$ cat config.mk
export PLATFORM = sky130hd
export DESIGN_NAME = ps2_keystate_flat
export DESIGN_NICKNAME = d
export VERILOG_FILES = /design/src/rtl/ps2_keystate_if.sv /design/src/rtl/ps2_keystate.sv /design/src/flat_wrapper.sv
export SDC_FILE = /design/constraint.sdc
export NUM_CORES = 1
export LEC_CHECK = 0
export CORE_ASPECT_RATIO = 1.2
export CORE_UTILIZATION = 53
export CTS_CLUSTER_DIAMETER = 100
export DETAILED_ROUTE_END_ITERATION = 8
export GPL_ROUTABILITY_DRIVEN = 0
export PLACE_DENSITY = 0.77
export SLEW_MARGIN = 20
export SYNTH_ARGS = -nofsm -noshare
export SYNTH_HDL_FRONTEND = slang
export SYNTH_SLANG_ARGS = --single-unit
$ cat constraint.sdc
create_clock -name clk -period 2.7 [get_ports clk]
set_input_delay 0.27 -clock clk [delete_from_list [all_inputs] [get_ports clk]]
set_output_delay 0.27 -clock clk [all_outputs]
set_load 0.03 [all_outputs]
$ cat src/rtl/ps2_keystate_if.sv
// PS/2 pin inputs and decoded keyboard outputs of ps2_keystate.
// The slave modport is the decoder's view; the master modport drives the pins and consumes the results.
interface ps2_keystate_if;
    logic       i_ps2_clk;
    logic       i_ps2_data;
    logic [7:0] o_scancode;
    logic       o_valid;
    logic       o_shift;
    logic       o_capslock;
    logic       o_err;

    modport slave (
        input  i_ps2_clk,
        input  i_ps2_data,
        output o_scancode,
        output o_valid,
        output o_shift,
        output o_capslock,
        output o_err
    );

    modport master (
        output i_ps2_clk,
        output i_ps2_data,
        input  o_scancode,
        input  o_valid,
        input  o_shift,
        input  o_capslock,
        input  o_err
    );
endinterface

$ cat src/rtl/ps2_keystate.sv
// PS/2 keyboard receiver plus make/break/extended decoder with shift and caps-lock tracking.
// Optional receive watchdog is enabled by defining PS2_TIMEOUT_EN.
module ps2_keystate #(
    parameter int SYNC_STAGES = 2,
    parameter int TIMEOUT     = 50000
) (
    input  logic           clk,
    input  logic           i_rst_n,
    ps2_keystate_if.slave  bus
);
    typedef enum logic [1:0] {S_IDLE, S_DATA, S_PARITY, S_STOP} state_t;

    state_t                 state_q, state_d;
    logic [2:0]             bit_cnt_q, bit_cnt_d;
    logic [7:0]             sr_q, sr_d;
    logic                   par_q, par_d;
    logic [SYNC_STAGES-1:0] clk_sync_q, data_sync_q;
    logic                   clk_prev_q;
    logic [7:0]             scancode_q, scancode_d;
    logic                   valid_q, valid_d;
    logic                   err_q, err_d;
    logic                   shift_q, shift_d;
    logic                   caps_q, caps_d;
    logic                   lshift_q, lshift_d;
    logic                   rshift_q, rshift_d;
    logic                   caps_held_q, caps_held_d;
    logic                   brk_q, brk_d;
    logic                   ext_q, ext_d;

    logic ps2_clk_s, ps2_data_s, ps2_fall;
    logic byte_ok, byte_err, timeout;

    assign ps2_clk_s  = clk_sync_q[SYNC_STAGES-1];
    assign ps2_data_s = data_sync_q[SYNC_STAGES-1];
    assign ps2_fall   = clk_prev_q & ~ps2_clk_s;

`ifdef PS2_TIMEOUT_EN
    localparam int TW = (TIMEOUT > 2) ? $clog2(TIMEOUT) : 1;
    logic [TW-1:0] to_cnt_q, to_cnt_d;

    assign timeout  = (state_q != S_IDLE) && !ps2_fall && (to_cnt_q == TW'(TIMEOUT - 1));
    assign to_cnt_d = ((state_q == S_IDLE) || ps2_fall) ? '0 : to_cnt_q + 1'b1;

    always_ff @(posedge clk or negedge i_rst_n) begin
        if (!i_rst_n) to_cnt_q <= '0;
        else          to_cnt_q <= to_cnt_d;
    end
`else
    assign timeout = 1'b0;
`endif

    always_ff @(posedge clk or negedge i_rst_n) begin
        if (!i_rst_n) begin
            clk_sync_q  <= '1;
            data_sync_q <= '1;
            clk_prev_q  <= 1'b1;
            state_q     <= S_IDLE;
            bit_cnt_q   <= '0;
            sr_q        <= '0;
            par_q       <= 1'b0;
            scancode_q  <= '0;
            valid_q     <= 1'b0;
            err_q       <= 1'b0;
            shift_q     <= 1'b0;
            caps_q      <= 1'b0;
            lshift_q    <= 1'b0;
            rshift_q    <= 1'b0;
            caps_held_q <= 1'b0;
            brk_q       <= 1'b0;
            ext_q       <= 1'b0;
        end else begin
            clk_sync_q  <= {clk_sync_q[SYNC_STAGES-2:0], bus.i_ps2_clk};
            data_sync_q <= {data_sync_q[SYNC_STAGES-2:0], bus.i_ps2_data};
            clk_prev_q  <= ps2_clk_s;
            state_q     <= state_d;
            bit_cnt_q   <= bit_cnt_d;
            sr_q        <= sr_d;
            par_q       <= par_d;
            scancode_q  <= scancode_d;
            valid_q     <= valid_d;
            err_q       <= err_d;
            shift_q     <= shift_d;
            caps_q      <= caps_d;
            lshift_q    <= lshift_d;
            rshift_q    <= rshift_d;
            caps_held_q <= caps_held_d;
            brk_q       <= brk_d;
            ext_q       <= ext_d;
        end
    end

    always_comb begin
        state_d     = state_q;
        bit_cnt_d   = bit_cnt_q;
        sr_d        = sr_q;
        par_d       = par_q;
        byte_ok     = 1'b0;
        byte_err    = 1'b0;
        scancode_d  = scancode_q;
        valid_d     = 1'b0;
        err_d       = 1'b0;
        caps_d      = caps_q;
        lshift_d    = lshift_q;
        rshift_d    = rshift_q;
        caps_held_d = caps_held_q;
        brk_d       = brk_q;
        ext_d       = ext_q;

        case (state_q)
            S_IDLE: begin
                if (ps2_fall && !ps2_data_s) begin
                    state_d   = S_DATA;
                    bit_cnt_d = '0;
                end
            end
            S_DATA: begin
                if (ps2_fall) begin
                    sr_d      = {ps2_data_s, sr_q[7:1]};
                    bit_cnt_d = bit_cnt_q + 3'd1;
                    if (bit_cnt_q == 3'd7) state_d = S_PARITY;
                end
            end
            S_PARITY: begin
                if (ps2_fall) begin
                    par_d   = ps2_data_s;
                    state_d = S_STOP;
                end
            end
            S_STOP: begin
                if (ps2_fall) begin
                    // Odd parity across data plus parity bit, and stop must be high.
                    if (ps2_data_s && (^{sr_q, par_q})) byte_ok  = 1'b1;
                    else                                byte_err = 1'b1;
                    state_d = S_IDLE;
                end
            end
            default: state_d = S_IDLE;
        endcase

        if (timeout) begin
            state_d  = S_IDLE;
            byte_err = 1'b1;
        end

        if (byte_ok) begin
            if (sr_q == 8'hF0) begin
                brk_d = 1'b1;
            end else if (sr_q == 8'hE0) begin
                ext_d = 1'b1;
            end else if (ext_q) begin
                ext_d = 1'b0;
                brk_d = 1'b0;
            end else if (brk_q) begin
                brk_d = 1'b0;
                case (sr_q)
                    8'h12:   lshift_d    = 1'b0;
                    8'h59:   rshift_d    = 1'b0;
                    8'h58:   caps_held_d = 1'b0;
                    default: ;
                endcase
            end else begin
                case (sr_q)
                    8'h12: lshift_d = 1'b1;
                    8'h59: rshift_d = 1'b1;
                    8'h58: begin
                        // Typematic repeats arrive with caps_held set and must not re-toggle.
                        if (!caps_held_q) begin
                            caps_d      = ~caps_q;
                            caps_held_d = 1'b1;
                        end
                    end
                    default: begin
                        scancode_d = sr_q;
                        valid_d    = 1'b1;
                    end
                endcase
            end
        end

        if (byte_err) begin
            err_d = 1'b1;
            brk_d = 1'b0;
            ext_d = 1'b0;
        end
    end

    assign shift_d = lshift_d | rshift_d;

    assign bus.o_scancode = scancode_q;
    assign bus.o_valid    = valid_q;
    assign bus.o_err      = err_q;
    assign bus.o_shift    = shift_q;
    assign bus.o_capslock = caps_q;

endmodule

$ cat src/flat_wrapper.sv
// flat-port wrapper written by rule: the top's interface ports become plain ports
module ps2_keystate_flat 
#(
    parameter int SYNC_STAGES = 2,
    parameter int TIMEOUT     = 50000
)
  (clk, i_rst_n, bus_i_ps2_clk, bus_i_ps2_data, bus_o_scancode, bus_o_valid, bus_o_shift, bus_o_capslock, bus_o_err);
  ps2_keystate_if bus_i ();
  input  logic clk;
  input  logic i_rst_n;
  input wire logic [$bits(bus_i.i_ps2_clk)-1:0] bus_i_ps2_clk;
  input wire logic [$bits(bus_i.i_ps2_data)-1:0] bus_i_ps2_data;
  output wire logic [$bits(bus_i.o_scancode)-1:0] bus_o_scancode;
  output wire logic [$bits(bus_i.o_valid)-1:0] bus_o_valid;
  output wire logic [$bits(bus_i.o_shift)-1:0] bus_o_shift;
  output wire logic [$bits(bus_i.o_capslock)-1:0] bus_o_capslock;
  output wire logic [$bits(bus_i.o_err)-1:0] bus_o_err;
  assign bus_i.i_ps2_clk = bus_i_ps2_clk;
  assign bus_i.i_ps2_data = bus_i_ps2_data;
  assign bus_o_scancode = bus_i.o_scancode;
  assign bus_o_valid = bus_i.o_valid;
  assign bus_o_shift = bus_i.o_shift;
  assign bus_o_capslock = bus_i.o_capslock;
  assign bus_o_err = bus_i.o_err;
  ps2_keystate #(.SYNC_STAGES(SYNC_STAGES), .TIMEOUT(TIMEOUT)) u_core (.clk(clk), .i_rst_n(i_rst_n), .bus(bus_i));
endmodule
### Word-level counts from Yosys, hierarchy flattened

Index checks and enable logic that the tools add are counted.

* register bits: 36
* input port bits: 4
* output and inout bits: 12
* logic and storage cells: 108

* $add $sub $neg: 1
* equal/unequal tests: 16
* muxes and demuxes: 47
* bitwise logic cells: 10
* reduce and logical (&&, ||, !) cells: 17

Operators with widths (number)
* two-way mux 1 bit: 38
* == test 8 x 7 -> 1 bit (second input constant): 2
* == test 8 bit (second input constant): 2
* != test 2 x 1 -> 1 bit (second input constant): 6
* two-way mux 2 bit: 5
* AND reduction 5 bit: 2
* parity 9 bit: 1
* == test 8 x 5 -> 1 bit (second input constant): 1
* inverter 1 bit: 8
* case mux 2 bit (4 select lines): 1
* AND reduction 2 bit: 4
* AND reduction 7 bit: 1
* two-way mux 3 bit: 2
* case mux 3 bit (2 select lines): 1
* AND reduction 6 bit: 1
* == test 2 bit (second input constant): 2
* nonzero test 2 bit: 2
* adder 3 x 1 -> 3 bit (second input constant): 1
* == test 3 bit (second input constant): 1
* != test 3 x 1 -> 1 bit (second input constant): 1
* AND reduction 3 bit: 1
* OR reduction 3 bit: 1
* == test 2 x 1 -> 1 bit (second input constant): 1
* logical AND 1 bit: 2
* other kinds (4): 4

### Depth between registers and ports, before layout

* word-level depth: 8
* depth in mapped cells: 6
* mapped depth without buffers: 6

### Least setup slack after synthesis

No wires, ideal clock.

* kind: register -> register
* start: reg u_core.clk_prev_q
* end: reg u_core.scancode_q[0] (netlist: u_core.bus.o_scancode[0])
* setup time: 125 ps
* arrival: 1852 ps
* data required time: 2575 ps
* path slack: 723 ps
* cell stages (with the launch flop): 6
* buffers on the path: 0
* period minus slack after synthesis: 1977 ps
* cells stage by stage: dfstp_2 > nor2b_1 > nand2_1 > nor4_1 > nand4b_4 > mux2_2

* cells in the longest elaborated chain, start to end: 4

Ends and longest elaborated chain
* start: declaration: RTL line ps2_keystate.sv:18 `logic clk_prev_q;`
* start signal: assignment: RTL line ps2_keystate.sv:74 `clk_prev_q <= ps2_clk_s;`
* bitwise AND 1 bit: RTL line ps2_keystate.sv:35 `assign ps2_fall = clk_prev_q & ~ps2_clk_s;`
* two-way mux 1 bit: RTL line ps2_keystate.sv:130 `if (ps2_fall) begin`
* two-way mux 1 bit: RTL line ps2_keystate.sv:109 `case (state_q)`
* AND reduction 6 bit (no line)
* end signal: assignment: RTL line ps2_keystate.sv:79 `scancode_q <= scancode_d;`
* end: declaration: RTL line ps2_keystate.sv:19 `logic [7:0] scancode_q, scancode_d;`

No other way between the ends.
A chain may end at the register's enable or synchronous reset.

### Final worst setup path

* start: reg u_core.clk_prev_q
* end: reg u_core.scancode_q[4] (netlist: u_core.bus.o_scancode[4])

The elaborated chain is that of the path after synthesis.

==> reports/qor.yml <==
routing:
  wl_per_cell_um: 16.5
  vias_per_cell: 5.89
  drt_pre_antenna_iters: 4
  ant_nets: 0
  totalWireLength_um: 3060
  drcViolationCount: 0
  vias: 1089
  drt_first_iter_violations: 24
logic_synthesis:
  yosysSeqAreaShare_pct: 54.6
  synthTopCellsByArea: "dfrtp_1, mux2_2, dfstp_2"
  avgSynthCellArea_um2: 12.9
  synth-edff-count: 0
  yosys.cell_types.count: 33
  async_reset_ff_share_pct: 100
  synth_area_mm2: 0.00166
  syn_nets: 139
  yosysTopAreaCell: "dfrtp_1"
  yosysTopAreaCellShare_pct: 46.7
  synth_warnings: 0
  synth-seq-cells: 36
  ys.flop_type: "dfrtp_1"
  synthCells: 129
worst_setup_path:
  start_kind: "flop"
  critPathBufInv: 0
  cp_slowest_cell: "dfstp_2"
  path_cells: "nor2b_1 > nand2_1 > nor4_1 > nand4b_4 > mux2_2"
  crit_path_end_kind: "flop"
  max_stage_delay_ps: 540
  critPathKind: "flop to flop"
  arrival_ps: 2450
  crit_path_max_fanout: 9
  path_delay_family: "simple AND/OR/NAND/NOR gates"
  cp.required_ps: 2920
placement:
  hpwl_um: 2130
  placed_cells: 177
  io_buffer_count: 15
timing:
  fmax_mhz: 448
  fin_setup_tns_ps: 0
  rsz0062_at_grt: "false"
  relSlewSlack_pct: 55.5
  min_period_ps: 2230
  setup_violations: 0
  fin_skew_ps: 13.7
  hold_viol: 0
  worst_slew_pin_slew_ps: 663
  post-route-period-util_pct: 82.7
  slew_viol_final: 0
final_layout:
  diodes: 0
  drive_gt1_share_pct: 25.2
  mostFrequentLayoutCell: "dfrtp_1"
  final_cells: 185
  fin_util_pct: 66.5
  finalNetCount: 160
  mostFrequentLayoutCells: "dfrtp_1, mux2_2, clkdlybuf4s50_1"
  areaGrowthSynthToFinish_pct: 15.5
global_routing:
  grt_overflow: 0
  grt_max_degree: 37
  grt_pass1_wl_um: 5090
  first_global_vias: 1063
  antenna_found_initial: 0
  grt.total_usage_pct: 21.8
clocking:
  post-cts-setup-buffers: 0
  post_cts_resized: 0
  clkLatencyLatePin_ps: 340
  cts_root_buf: "clkbuf_4"
  cts_tree: "done"
  numCtsBuffers: 5
  clock-sinks: 36
  clkTransAtPathRegs_ps: 110
  htree_levels: 2
  clk_path_buf_depth: 2
  hold_buffers: 0
power:
  max-vdd-ir-drop_mv: 0.708
  p_leak_nw: 0.940
  p_per_area_mw_per_mm2: 1040
floorplan:
  core_mm2: 0.00289
  row_count: 21
  die_h_um: 63.4
  start_util_pct: 57.5
  die_w_um: 53.1
  die-area_mm2: 0.00337
  ioPinCount: 16
flow_run:
  max-cap-violations: 0
hold_path:
  hold_path_class: "input pin to asynchronous set/reset pin"
outcome:
  status: "completed"
-- cell families after synthesis --
kind of cell,Yosys count,synth area share [%]
fa+ha+maj,6,4.51
simple gates,33,12.1
compound gates,14,5.49
mux,22,14.6
xor+xnor,8,6.25
buf+inv,10,2.48
flops,36,54.6
-- where the power goes --
| part | internal, W | total [W] | leakage [nW] | switching (W) |
|---|---|---|---|---|
| logic | 0.000429 | 0.000850 | 0.433 | 0.000421 |
| clock network | 0.000153 | 0.000325 | 0.0386 | 0.000172 |
| registers | 0.000663 | 0.000814 | 0.468 | 0.000151 |
-- worst register-to-register path: stages, from the launching register on --
cell	delay (ps)
dfstp_2	540
nor2b_1	300
nand2_1	190
nor4_1	490
nand4b_4	270
mux2_2	330
-- sequential cells by signal, indices dropped and copies added (netlist names), 2 cells and up --
name / cells
u_core.state_q: 2
u_core.clk_sync_q: 2
u_core.bit_cnt_q: 3
u_core.sr_q: 8
u_core.bus.o_scancode: 8
u_core.data_sync_q: 2
-- final cells by class --
cell class	instances	area [µm²]
clock buffer	8	68.8
fill	211	970
inverter	8	30.0
multi-input combinational	83	714
sequential	36	907
tap	34	42.5
timing repair buffer	16	158
-- cell usage after synthesis (all sizes together) (2+ instances only) --
cell	count
dfrtp	31
ha	6
mux2	18
inv	8
nand2	7
dfstp	5
and3	2
a31oi	2
mux2i	4
nand4	4
a21oi	3
or4b	2
o21ai	4
nand3	2
xnor2	6
nor2b	2
nor2	7
a32o	2
-- routing by layer --
| layer | track usage, % | routed length, µm | up-vias |
|---|---|---|---|
| li1 | - | - | 502 |
| met1 | 28.8 | 1320 | 550 |
| met2 | 32.4 | 1550 | 29 |
| met3 | 6.52 | 110 | 8 |
| met4 | 10.5 | 81 | 0 |
| met5 | 0 | 0 | - |
-- stage by stage --
step | power, W | hold WS (ps) | worst slack, ps | area (µm²)
floorplan | 0.00147 | -25.6 | 723 | 1660
global placement | 0.00164 | 346 | 594 | 1850
detailed placement | 0.00168 | 352 | 504 | 1850
CTS | 0.00200 | 330 | 505 | 1920
global route | 0.00211 | 332 | 341 | 1920
finish | 0.00199 | 325 | 468 | 1920
-- path summary, 6_finish.rpt --
kind,from,endpoint,slack (ps),depth (start not counted)
max,u_core.clk_prev_q,u_core.bus.o_scancode[4],470,5
min,i_rst_n,u_core.state_q[0],330,2
max reg2reg,u_core.clk_prev_q,u_core.bus.o_scancode[4],470,5
min reg2reg,u_core.clk_sync_q[1],u_core.clk_prev_q,360,0
max in group asynchronous,i_rst_n,u_core.clk_sync_q[1],2030,2
min in group clk,bus_i_ps2_clk,u_core.clk_sync_q[0],340,1
Note: power is estimated with default switching activity, not from simulation.
